**config.mk**
```make
export PLATFORM = sky130hd
export DESIGN_NAME = sgde_engine
export DESIGN_NICKNAME = d
export VERILOG_FILES = /design/src/rtl/sgde_pkg.sv /design/src/rtl/sgde_sprite_list.sv /design/src/rtl/sgde_engine.sv
export SDC_FILE = /design/constraint.sdc
export NUM_CORES = 1
export LEC_CHECK = 0
export CORE_AREA = 2 2 187 189
export CTS_BUF_LIST = sky130_fd_sc_hd__clkbuf_16
export CTS_CLUSTER_SIZE = 25
export DETAILED_ROUTE_END_ITERATION = 10
export DIE_AREA = 0 0 189 191
export GPL_TIMING_DRIVEN = 0
export PLACE_DENSITY = 0.76
export SLEW_MARGIN = 10
export SYNTH_ARGS = -nofsm -noshare
export SYNTH_HDL_FRONTEND = slang
export SYNTH_SLANG_ARGS = --single-unit
```
**constraint.sdc**
```tcl
create_clock -name clk -period 3.27 [get_ports clk]
set_input_delay 0.654 -clock clk [delete_from_list [all_inputs] [get_ports clk]]
set_output_delay 0.654 -clock clk [all_outputs]
set_load 0.02 [all_outputs]
```
**src/rtl/sgde_pkg.sv**
```systemverilog
// Shared constants, FSM state type and sprite descriptor for the sprite engine.
package sgde_pkg;

  localparam int unsigned FB_DIM      = 64;
  localparam int unsigned SPR_DIM     = 16;
  localparam int unsigned MAX_SPRITES = 20;
  localparam int unsigned FB_WORDS    = FB_DIM * FB_DIM;
  localparam int unsigned SPR_PIXELS  = SPR_DIM * SPR_DIM;

  typedef enum logic [2:0] {
    IDLE,
    LOAD,
    CLEAR,
    DRAW,
    DONE
  } state_t;

  typedef struct packed {
    logic [5:0] x;
    logic [5:0] y;
    logic [1:0] stype;
  } sprite_t;

  // Sprite ROM word address: {type[0], srow, scol}; type[1] selects the ROM.
  function automatic logic [8:0] sr_addr(input logic [1:0] stype, input logic [7:0] pix);
    return {stype[0], pix};
  endfunction

endpackage

```
**src/rtl/sgde_sprite_list.sv**
```systemverilog
// Sprite descriptor register file: append-only write side, sequential read side.
module sgde_sprite_list
  import sgde_pkg::*;
#(
  parameter int unsigned MAX_SPRITES = sgde_pkg::MAX_SPRITES,
  parameter int unsigned CW          = $clog2(MAX_SPRITES + 1)
) (
  input  logic          clk,
  input  logic          rst_n,
  input  logic          clr,
  input  logic          wr_en,
  input  sprite_t       wr_desc,
  input  logic          rd_rst,
  input  logic          rd_next,
  output sprite_t       rd_desc,
  output logic          rd_last,
  output logic [CW-1:0] count
);

  sprite_t       mem_q [MAX_SPRITES];
  sprite_t       mem_d [MAX_SPRITES];
  logic [CW-1:0] count_q, count_d;
  logic [CW-1:0] rd_idx_q, rd_idx_d;

  // Append on write while space remains; clear empties list and rewinds read index.
  always_comb begin
    mem_d    = mem_q;
    count_d  = count_q;
    rd_idx_d = rd_idx_q;
    if (clr) begin
      count_d  = '0;
      rd_idx_d = '0;
    end else begin
      if (wr_en && (32'(count_q) < MAX_SPRITES)) begin
        mem_d[count_q] = wr_desc;
        count_d        = count_q + 1'b1;
      end
      if (rd_rst) begin
        rd_idx_d = '0;
      end else if (rd_next) begin
        rd_idx_d = rd_idx_q + 1'b1;
      end
    end
  end

  // List storage, count and read index registers.
  always_ff @(posedge clk or negedge rst_n) begin
    if (!rst_n) begin
      mem_q    <= '{default: '0};
      count_q  <= '0;
      rd_idx_q <= '0;
    end else begin
      mem_q    <= mem_d;
      count_q  <= count_d;
      rd_idx_q <= rd_idx_d;
    end
  end

  // Read port and end-of-list flag.
  always_comb begin
    rd_desc = mem_q[rd_idx_q];
    rd_last = (rd_idx_q == count_q - 1'b1);
    count   = count_q;
  end

endmodule

```
**src/rtl/sgde_engine.sv**
```systemverilog
// Sprite engine: clears a 64x64 frame buffer to a background colour, then
// draws the loaded 16x16 sprites in load order with transparency and clipping.
module sgde_engine
  import sgde_pkg::*;
#(
  parameter int unsigned MAX_SPRITES = sgde_pkg::MAX_SPRITES
) (
  input  logic        clk,
  input  logic        reset,
  input  logic        sprite,
  input  logic        start,
  input  logic [5:0]  X,
  input  logic [5:0]  Y,
  input  logic [1:0]  spr_type,   // sprite index ("type" is a reserved word)
  output logic        ready,
  output logic        done,
  output logic        SR0_CEN,
  output logic [8:0]  SR0_A,
  input  logic [12:0] SR0_Q,
  output logic        SR1_CEN,
  output logic [8:0]  SR1_A,
  input  logic [12:0] SR1_Q,
  output logic        FB_CEN,
  output logic        FB_WEN,
  output logic [11:0] FB_A,
  output logic [11:0] FB_D,
  input  logic [11:0] FB_Q,
  input  logic [11:0] bg_color,
  input  logic [1:0]  game_mode
);

  localparam int unsigned CW = $clog2(MAX_SPRITES + 1);

  state_t        state_q, state_d;
  logic          ready_q, ready_d;
  logic          done_q, done_d;
  logic          sr0_cen_q, sr0_cen_d, sr1_cen_q, sr1_cen_d;
  logic [8:0]    sr0_a_q, sr0_a_d, sr1_a_q, sr1_a_d;
  logic          fb_cen_q, fb_cen_d, fb_wen_q, fb_wen_d;
  logic [11:0]   fb_a_q, fb_a_d, fb_d_q, fb_d_d;
  logic [12:0]   clr_cnt_q, clr_cnt_d;
  logic [7:0]    pix_q, pix_d;
  logic          issue_q, issue_d;
  // s1: ROM address in flight; s2: ROM data available this cycle
  logic          s1_vld_q, s1_vld_d, s2_vld_q, s2_vld_d;
  logic [11:0]   s1_fba_q, s1_fba_d, s2_fba_q, s2_fba_d;
  logic          s1_inb_q, s1_inb_d, s2_inb_q, s2_inb_d;
  logic          s1_rom_q, s1_rom_d, s2_rom_q, s2_rom_d;

  logic          list_wr, list_clr, list_rd_rst, list_rd_next, list_last;
  sprite_t       new_desc, cur;
  logic [CW-1:0] list_count;
  logic [6:0]    col_sum, row_sum;
  logic [12:0]   rom_q;
  logic          fb_q_unused;

  sgde_sprite_list #(
    .MAX_SPRITES(MAX_SPRITES),
    .CW         (CW)
  ) u_list (
    .clk    (clk),
    .rst_n  (reset),
    .clr    (list_clr),
    .wr_en  (list_wr),
    .wr_desc(new_desc),
    .rd_rst (list_rd_rst),
    .rd_next(list_rd_next),
    .rd_desc(cur),
    .rd_last(list_last),
    .count  (list_count)
  );

  // Frame buffer read data is not consumed by the renderer.
  always_comb fb_q_unused = ^FB_Q;

  // Next-state, address generation and two-stage ROM-to-FB draw pipeline.
  always_comb begin
    state_d      = state_q;
    ready_d      = ready_q;
    done_d       = 1'b0;
    sr0_cen_d    = 1'b1;
    sr1_cen_d    = 1'b1;
    sr0_a_d      = sr0_a_q;
    sr1_a_d      = sr1_a_q;
    fb_cen_d     = 1'b1;
    fb_wen_d     = 1'b1;
    fb_a_d       = fb_a_q;
    fb_d_d       = fb_d_q;
    clr_cnt_d    = clr_cnt_q;
    pix_d        = pix_q;
    issue_d      = issue_q;
    s1_vld_d     = 1'b0;
    s1_fba_d     = s1_fba_q;
    s1_inb_d     = s1_inb_q;
    s1_rom_d     = s1_rom_q;
    s2_vld_d     = s1_vld_q;
    s2_fba_d     = s1_fba_q;
    s2_inb_d     = s1_inb_q;
    s2_rom_d     = s1_rom_q;
    list_wr      = 1'b0;
    list_clr     = 1'b0;
    list_rd_rst  = 1'b0;
    list_rd_next = 1'b0;
    new_desc     = {X, Y, spr_type};
    col_sum      = {1'b0, cur.x} + {3'b000, pix_q[3:0]};
    row_sum      = {1'b0, cur.y} + {3'b000, pix_q[7:4]};
    rom_q        = s2_rom_q ? SR1_Q : SR0_Q;

    case (state_q)
      IDLE, LOAD: begin
        ready_d = 1'b1;
        if (start) begin
          state_d     = CLEAR;
          ready_d     = 1'b0;
          clr_cnt_d   = '0;
          list_rd_rst = 1'b1;
        end else if (sprite) begin
          list_wr = 1'b1;
          state_d = LOAD;
        end
      end

      CLEAR: begin
        // Extra count (bit 12 set) lets the final clear write complete before leaving.
        if (!clr_cnt_q[12]) begin
          fb_cen_d  = 1'b0;
          fb_wen_d  = 1'b0;
          fb_a_d    = clr_cnt_q[11:0];
          fb_d_d    = bg_color;
          clr_cnt_d = clr_cnt_q + 13'd1;
        end else if (list_count == '0) begin
          state_d = DONE;
          done_d  = 1'b1;
        end else begin
          state_d = DRAW;
          pix_d   = '0;
          issue_d = 1'b1;
        end
      end

      DRAW: begin
        if (issue_q) begin
          s1_vld_d = 1'b1;
          s1_fba_d = {row_sum[5:0], col_sum[5:0]};
          s1_inb_d = !col_sum[6] && !row_sum[6];
          s1_rom_d = cur.stype[1];
          if (cur.stype[1]) begin
            sr1_cen_d = 1'b0;
            sr1_a_d   = sr_addr(cur.stype, pix_q);
          end else begin
            sr0_cen_d = 1'b0;
            sr0_a_d   = sr_addr(cur.stype, pix_q);
          end
          pix_d = pix_q + 8'd1;
          if (pix_q == 8'hFF) begin
            if (list_last) begin
              issue_d = 1'b0;
            end else begin
              list_rd_next = 1'b1;
            end
          end
        end
        if (s2_vld_q && s2_inb_q && ((game_mode == 2'd1) || !rom_q[12])) begin
          fb_cen_d = 1'b0;
          fb_wen_d = 1'b0;
          fb_a_d   = s2_fba_q;
          fb_d_d   = rom_q[11:0];
        end
        // Pipeline empty: the last registered write is performed on this edge.
        if (!issue_q && !s1_vld_q && !s2_vld_q) begin
          state_d = DONE;
          done_d  = 1'b1;
        end
      end

      DONE: begin
        state_d  = IDLE;
        ready_d  = 1'b1;
        list_clr = 1'b1;
      end

      default: begin
        state_d = IDLE;
        ready_d = 1'b1;
      end
    endcase
  end

  // State and registered outputs.
  always_ff @(posedge clk or negedge reset) begin
    if (!reset) begin
      state_q   <= IDLE;
      ready_q   <= 1'b1;
      done_q    <= 1'b0;
      sr0_cen_q <= 1'b1;
      sr1_cen_q <= 1'b1;
      sr0_a_q   <= '0;
      sr1_a_q   <= '0;
      fb_cen_q  <= 1'b1;
      fb_wen_q  <= 1'b1;
      fb_a_q    <= '0;
      fb_d_q    <= '0;
      clr_cnt_q <= '0;
      pix_q     <= '0;
      issue_q   <= 1'b0;
      s1_vld_q  <= 1'b0;
      s1_fba_q  <= '0;
      s1_inb_q  <= 1'b0;
      s1_rom_q  <= 1'b0;
      s2_vld_q  <= 1'b0;
      s2_fba_q  <= '0;
      s2_inb_q  <= 1'b0;
      s2_rom_q  <= 1'b0;
    end else begin
      state_q   <= state_d;
      ready_q   <= ready_d;
      done_q    <= done_d;
      sr0_cen_q <= sr0_cen_d;
      sr1_cen_q <= sr1_cen_d;
      sr0_a_q   <= sr0_a_d;
      sr1_a_q   <= sr1_a_d;
      fb_cen_q  <= fb_cen_d;
      fb_wen_q  <= fb_wen_d;
      fb_a_q    <= fb_a_d;
      fb_d_q    <= fb_d_d;
      clr_cnt_q <= clr_cnt_d;
      pix_q     <= pix_d;
      issue_q   <= issue_d;
      s1_vld_q  <= s1_vld_d;
      s1_fba_q  <= s1_fba_d;
      s1_inb_q  <= s1_inb_d;
      s1_rom_q  <= s1_rom_d;
      s2_vld_q  <= s2_vld_d;
      s2_fba_q  <= s2_fba_d;
      s2_inb_q  <= s2_inb_d;
      s2_rom_q  <= s2_rom_d;
    end
  end

  assign ready   = ready_q;
  assign done    = done_q;
  assign SR0_CEN = sr0_cen_q;
  assign SR0_A   = sr0_a_q;
  assign SR1_CEN = sr1_cen_q;
  assign SR1_A   = sr1_a_q;
  assign FB_CEN  = fb_cen_q;
  assign FB_WEN  = fb_wen_q;
  assign FB_A    = fb_a_q;
  assign FB_D    = fb_d_q;

endmodule

```
### Word level (Yosys, flattened, before mapping)

Index checks and enable logic that the tools add are counted.

* add/subtract/negate cells: 7
* magnitude comparators: 4
* equal/unequal tests: 15
* multiplexer cells: 63
* bitwise logic cells: 4
* reductions and logical operators: 32

Operators by type and width (count)
* $bwmux 280: 1
* $bmux 14 s5: 1
* $demux 14 s5: 1
* $mux 12: 4
* $pmux 12 s2: 2
* $mux 14: 3
* $mux 13: 3
* $mux 1: 28
* $pmux 13 s2: 1
* $mux 5: 5
* $mux 8: 3
* $reduce_and 3->1: 6
* $pmux 8 s2: 1
* $mux 3: 5
* $add 6x4->7: 2
* $ne 2x2->1 const B: 7
* $add 13x1->13 const B: 1
* $ge 6x6->1 const B: 2
* $not 5->6: 2
* $add 5x1->5 const B: 2
* $pmux 3 s3: 1
* $add 8x1->8 const B: 1
* $eq 8x8->1 const B: 1
* $pmux 1 s2: 4
* other kinds (20): 38

* flip-flop bits (word level): 392
* output and inout bits: 48

### Logic depth before layout (Yosys ltp)

* word-level depth: 9
* gate-level depth with buffers: 16
* mapped depth without buffers: 12

### Cells and area by module

Synthesis repeated with hierarchy kept, for this count alone.

* cell total of the unflattened synthesis: 1344
* area total of the unflattened synthesis: 18276.3 sq um

By module, submodules not included
* sgde_sprite_list: instances 1, cells an instance 916, area each 13661.9 sq um
* sgde_engine: instances 1, cells an instance 428, area each 4614.4 sq um

### Worst setup path before layout

No wires, ideal clock.

* kind: register -> register
* start: reg u_list.rd_idx_q[0]
* end: reg s1_inb_q
* data arrival time: 3197 ps
* data required time: 3188 ps
* slack: -9 ps
* stages on the path, launching flop included: 15
* buffers on the path: 2
* cell sequence: dfrtp_1 > buf_6 > buf_2 > mux4_2 > mux4_2 > inv_1 > o21ai_1 > ha_1 > fa_1 > a21o_1 > a21oi_1 > a311oi_1 > o211ai_1 > o21ai_0 > a31oi_1

* longest elaborated chain between the ends: 7

RTL lines
* from (decl): RTL line sgde_sprite_list.sv:23 `logic [CW-1:0] rd_idx_q, rd_idx_d;`
* from (signal assigned): RTL line sgde_sprite_list.sv:55 `rd_idx_q <= rd_idx_d;`
* $not 5->6 (implied by the code) *: RTL line sgde_sprite_list.sv:61 `rd_desc = mem_q[rd_idx_q];`
* $bmux 14 s5 *: RTL line sgde_sprite_list.sv:61
* $mux 14 (implied by the code) * (2 in series): RTL line sgde_sprite_list.sv:61
* $add 6x4->7, on equally long branches: RTL line sgde_engine.sv:105, sgde_engine.sv:106
* $logic_not 1->1: RTL line sgde_engine.sv:145 `s1_inb_d = !col_sum[6] && !row_sum[6];`
* $logic_and 1x1->1 *: RTL line sgde_engine.sv:145
* to (signal assigned): RTL line sgde_engine.sv:231 `s1_inb_q <= s1_inb_d;`
* to (decl): RTL line sgde_engine.sv:47 `logic s1_inb_q, s1_inb_d, s2_inb_q, s2_inb_d;`

Mark *: on every way between the ends. The rest lies on a longest branch, timed or not. The select of a mux whose other input is x is not followed.
A chain may end at the register's enable or synchronous reset.

### Worst setup path after layout

* start: reg u_list.rd_idx_q[0]
* end: reg s1_fba_q[4]

* longest elaborated chain between the ends: 5

RTL lines
* $not 5->6 (implied by the code): RTL line sgde_sprite_list.sv:61
* $bmux 14 s5: RTL line sgde_sprite_list.sv:61
* $mux 14 (implied by the code) (2 in series): RTL line sgde_sprite_list.sv:61
* $add 6x4->7: RTL line sgde_engine.sv:105 `col_sum = {1'b0, cur.x} + {3'b000, pix_q[3:0]};`
* to (signal assigned): RTL line sgde_engine.sv:207 `s1_fba_q <= '0;`
* to (signal assigned): RTL line sgde_engine.sv:230 `s1_fba_q <= s1_fba_d;`
* to (decl): RTL line sgde_engine.sv:46 `logic [11:0] s1_fba_q, s1_fba_d, s2_fba_q, s2_fba_d;`

Every way passes these cells. The select of a mux whose other input is x is not followed.

==> summary.txt <==
Status = finished, violations left
Failing checks = setup timing
Finish-stage setup viols = 5
WL/cell = 22.9 um
Clk root buf = clkbuf_16
Worst slew pin tran = 909 ps
Hpwl dp = 30200 um
Clock Sink Count = 392
I/O pin total = 118
Total power = 0.0134 W
Relative slew slack = 0.389
Vias = 11.5k
CP Class = reg -> reg
Peak supply drop = 0.384 mV
CTS tree = done
Nets = 1559
Min-Delay Path Class = in -> async
Final min period = 3420 ps
Layout cells sized above 1 = 0.346
Fin worst setup slack = -153 ps
Dpl cells = 1869
Buf/Inv on CP = 5
Number of global-route vias before repair = 11.9k
Worst Path Arrival = 3820 ps
Synth-to-layout area growth = 17.0%
Sequential area share after synthesis = 0.539
Critical Path Source = u_list.rd_idx_q[0]
Std-Cell Rows = 68
Cell family with most CP delay = multiplexers
Synth Net Count = 1408
Largest net degree at the start of global routing = 104
Fin crit share = 1.05
Ys Warns = 0
RD Place Congestion = 0.863
CP max-delay cell = mux4_2
Fill cell count = 2559
Post-synthesis cell type count = 60
Num CTS Buffers = 41
Initial DRT Pass Iterations = 5
Die Wd = 189 um
Max Slew Vio Count = 0
Most used cell, CP = buf_12
Finished Layout Cells = 1953
Avg Vias per Cell = 5.91
Most frequent cells in the layout = 388 x dfrtp_1, 270 x mux2_2, 90 x clkdlybuf4s50_1
Core area = 34100 um2
Post-Route WL = 44800 um
Reg-to-Reg Start = u_list.rd_idx_q[0]
H-tree Lvls = 2
Pwr per Cell Area = 629 nW/um2
Startpoint Class = flop
Ys flop type = dfrtp_1
Max Freq = 292 MHz
Ys async rst share = 1.00
Mapped Area = 18200 um2
CP max FO = 6
Crit end category = flop
CTS Hold Bufs = 0
Yosys reg bits = 392
Initial Util = 0.534
IO Port Bufs = 91
GRT Total Usage = 0.254
Post-synthesis cell count = 1320
Clock-pin slew on the worst setup and hold paths = 60 ps
Setup Skew = 13.6 ps
Post-synth EDFFs = 0
CP cell instances = buf_12 > buf_12 > buf_16 > buf_12 > mux4_2 > mux4_2 > inv_2 > o21ai_2 > ha_2 > fa_2 > a21o_1 > a21oi_2 > xor2_1 > o21ai_1
1st-iter DRT viols = 745
DRC violations left = 0
Commonest non-fill, non-tap cell in the layout = dfrtp_1
P_leak = 9.98 nW
Die area = 36100 um2
Final ANT Viol Nets = 0
Post-Syn Area per Cell = 13.8 um2
RSZ-0062 raised after global routing = true
GR Overflow Total = 0
Hold Vio Cnt, Final = 0
Clk_lat worst skew = 540 ps
Data required, critical path = 3670 ps
Chip height = 191 um
Clk buf depth = 3
Initial antenna violation count = 0
Antenna cells = 0
Crit path largest cell delay = 490 ps
First-pass GRT wire length = 69700 um
MaxCap Viol Count = 0
## cell usage after synthesis (6+ instances only)
library cell	number	area share
nor2b_1	6	0.0021
o21ai_1	12	0.0033
nand3_1	17	0.0047
o31ai_1	9	0.0037
mux2_2	270	0.17
nand2_1	88	0.018
buf_6	6	0.0037
mux4_2	72	0.089
buf_2	34	0.0093
or3_1	6	0.0021
xnor2_1	7	0.0034
xor2_1	13	0.0063
inv_1	19	0.0039
nor2_1	47	0.0097
a21oi_1	33	0.0091
o211ai_1	6	0.0025
mux2_1	25	0.015
clkbuf_1	43	0.0089
nand3_2	15	0.0082
dfrtp_1	388	0.53
o21ai_0	51	0.014
buf_4	11	0.0045
nor3_1	11	0.0030
mux2i_1	45	0.025
ha_1	16	0.011
## registers in the layout (all words and copies together) (netlist names), 3 cells and up
name	flops
FB_D	12
clr_cnt_q	13
s2_fba_q	12
FB_A	12
u_list.count	5
SR1_A	9
u_list.mem_q	280
SR0_A	9
u_list.rd_idx_q	5
s1_fba_q	12
pix_q	8
state_q	3
## area by class of cell
type | instances | area, um2 | share of cell area
clock buffer | 42 | 1050 | 0.0494
timing repair buffer | 112 | 1170 | 0.0548
clock inverter | 28 | 190 | 0.00893
buffer | 97 | 596 | 0.0280
inverter | 20 | 75.1 | 0.00353
sequential | 392 | 9810 | 0.461
tap | 455 | 569 | 0.0267
multi-input combinational | 807 | 7830 | 0.368
## power breakdown
group | internal [W] | switching [W]
Combinational | 0.00134 | 0.00168
Clock | 0.00248 | 0.00188
Sequential | 0.00555 | 0.000470
## routing by layer
metal,track usage,up-vias,part of all wire
met3,0.0626,73,0.070
met5,0,-,0
met4,0.0775,0,0.028
li1,-,5095,-
met2,0.410,385,0.48
met1,0.344,5987,0.42
## worst paths after layout
| check | end | slack (ps) | depth (start not counted) |
|---|---|---|---|
| setup / recovery | s1_fba_q[4] | -150 | 14 |
| hold / removal | FB_A[3] | 180 | 1 |
| setup reg to reg | s1_fba_q[4] | -150 | 14 |
| hold reg to reg | s2_fba_q[3] | 370 | 0 |
| max in group asynchronous | u_list.mem_q[257] | 1640 | 3 |
| min in group clk | s2_fba_q[3] | 370 | 0 |
## what timing repair did
action / in CTS / in global routing
gates resized for setup: 34 / 8
pin swaps: 10 / 5
buffers inserted: 16 / 2
endpoints found under the setup margin: 11 / 7
## stage by stage
stage                     setup WS, ps  hold WS, ps  cell area (um2)   util  TNS (ps)
after floorplan                   1.38          349            18200      -         0
after global placement          -15000          360            19700  0.577  -5845840
after detailed placement          -866          362            19800  0.580     -4840
after CTS                        -96.6          194            21200  0.623      -348
after global routing              -272          226            21300  0.624     -1330
final                             -153          176            21300  0.624      -656
## cell families after synthesis
logic type	after synthesis	synth area share
AOI/OAI and AO/OA	135	0.0435
DFF	392	0.539
and+or+nand+nor	220	0.0608
adders and majority gates	18	0.0132
muxes	414	0.299
buffers and inverters	121	0.0344
xor gates and xnor gates	20	0.00962
No activity file was read; power rests on OpenSTA's default activity.
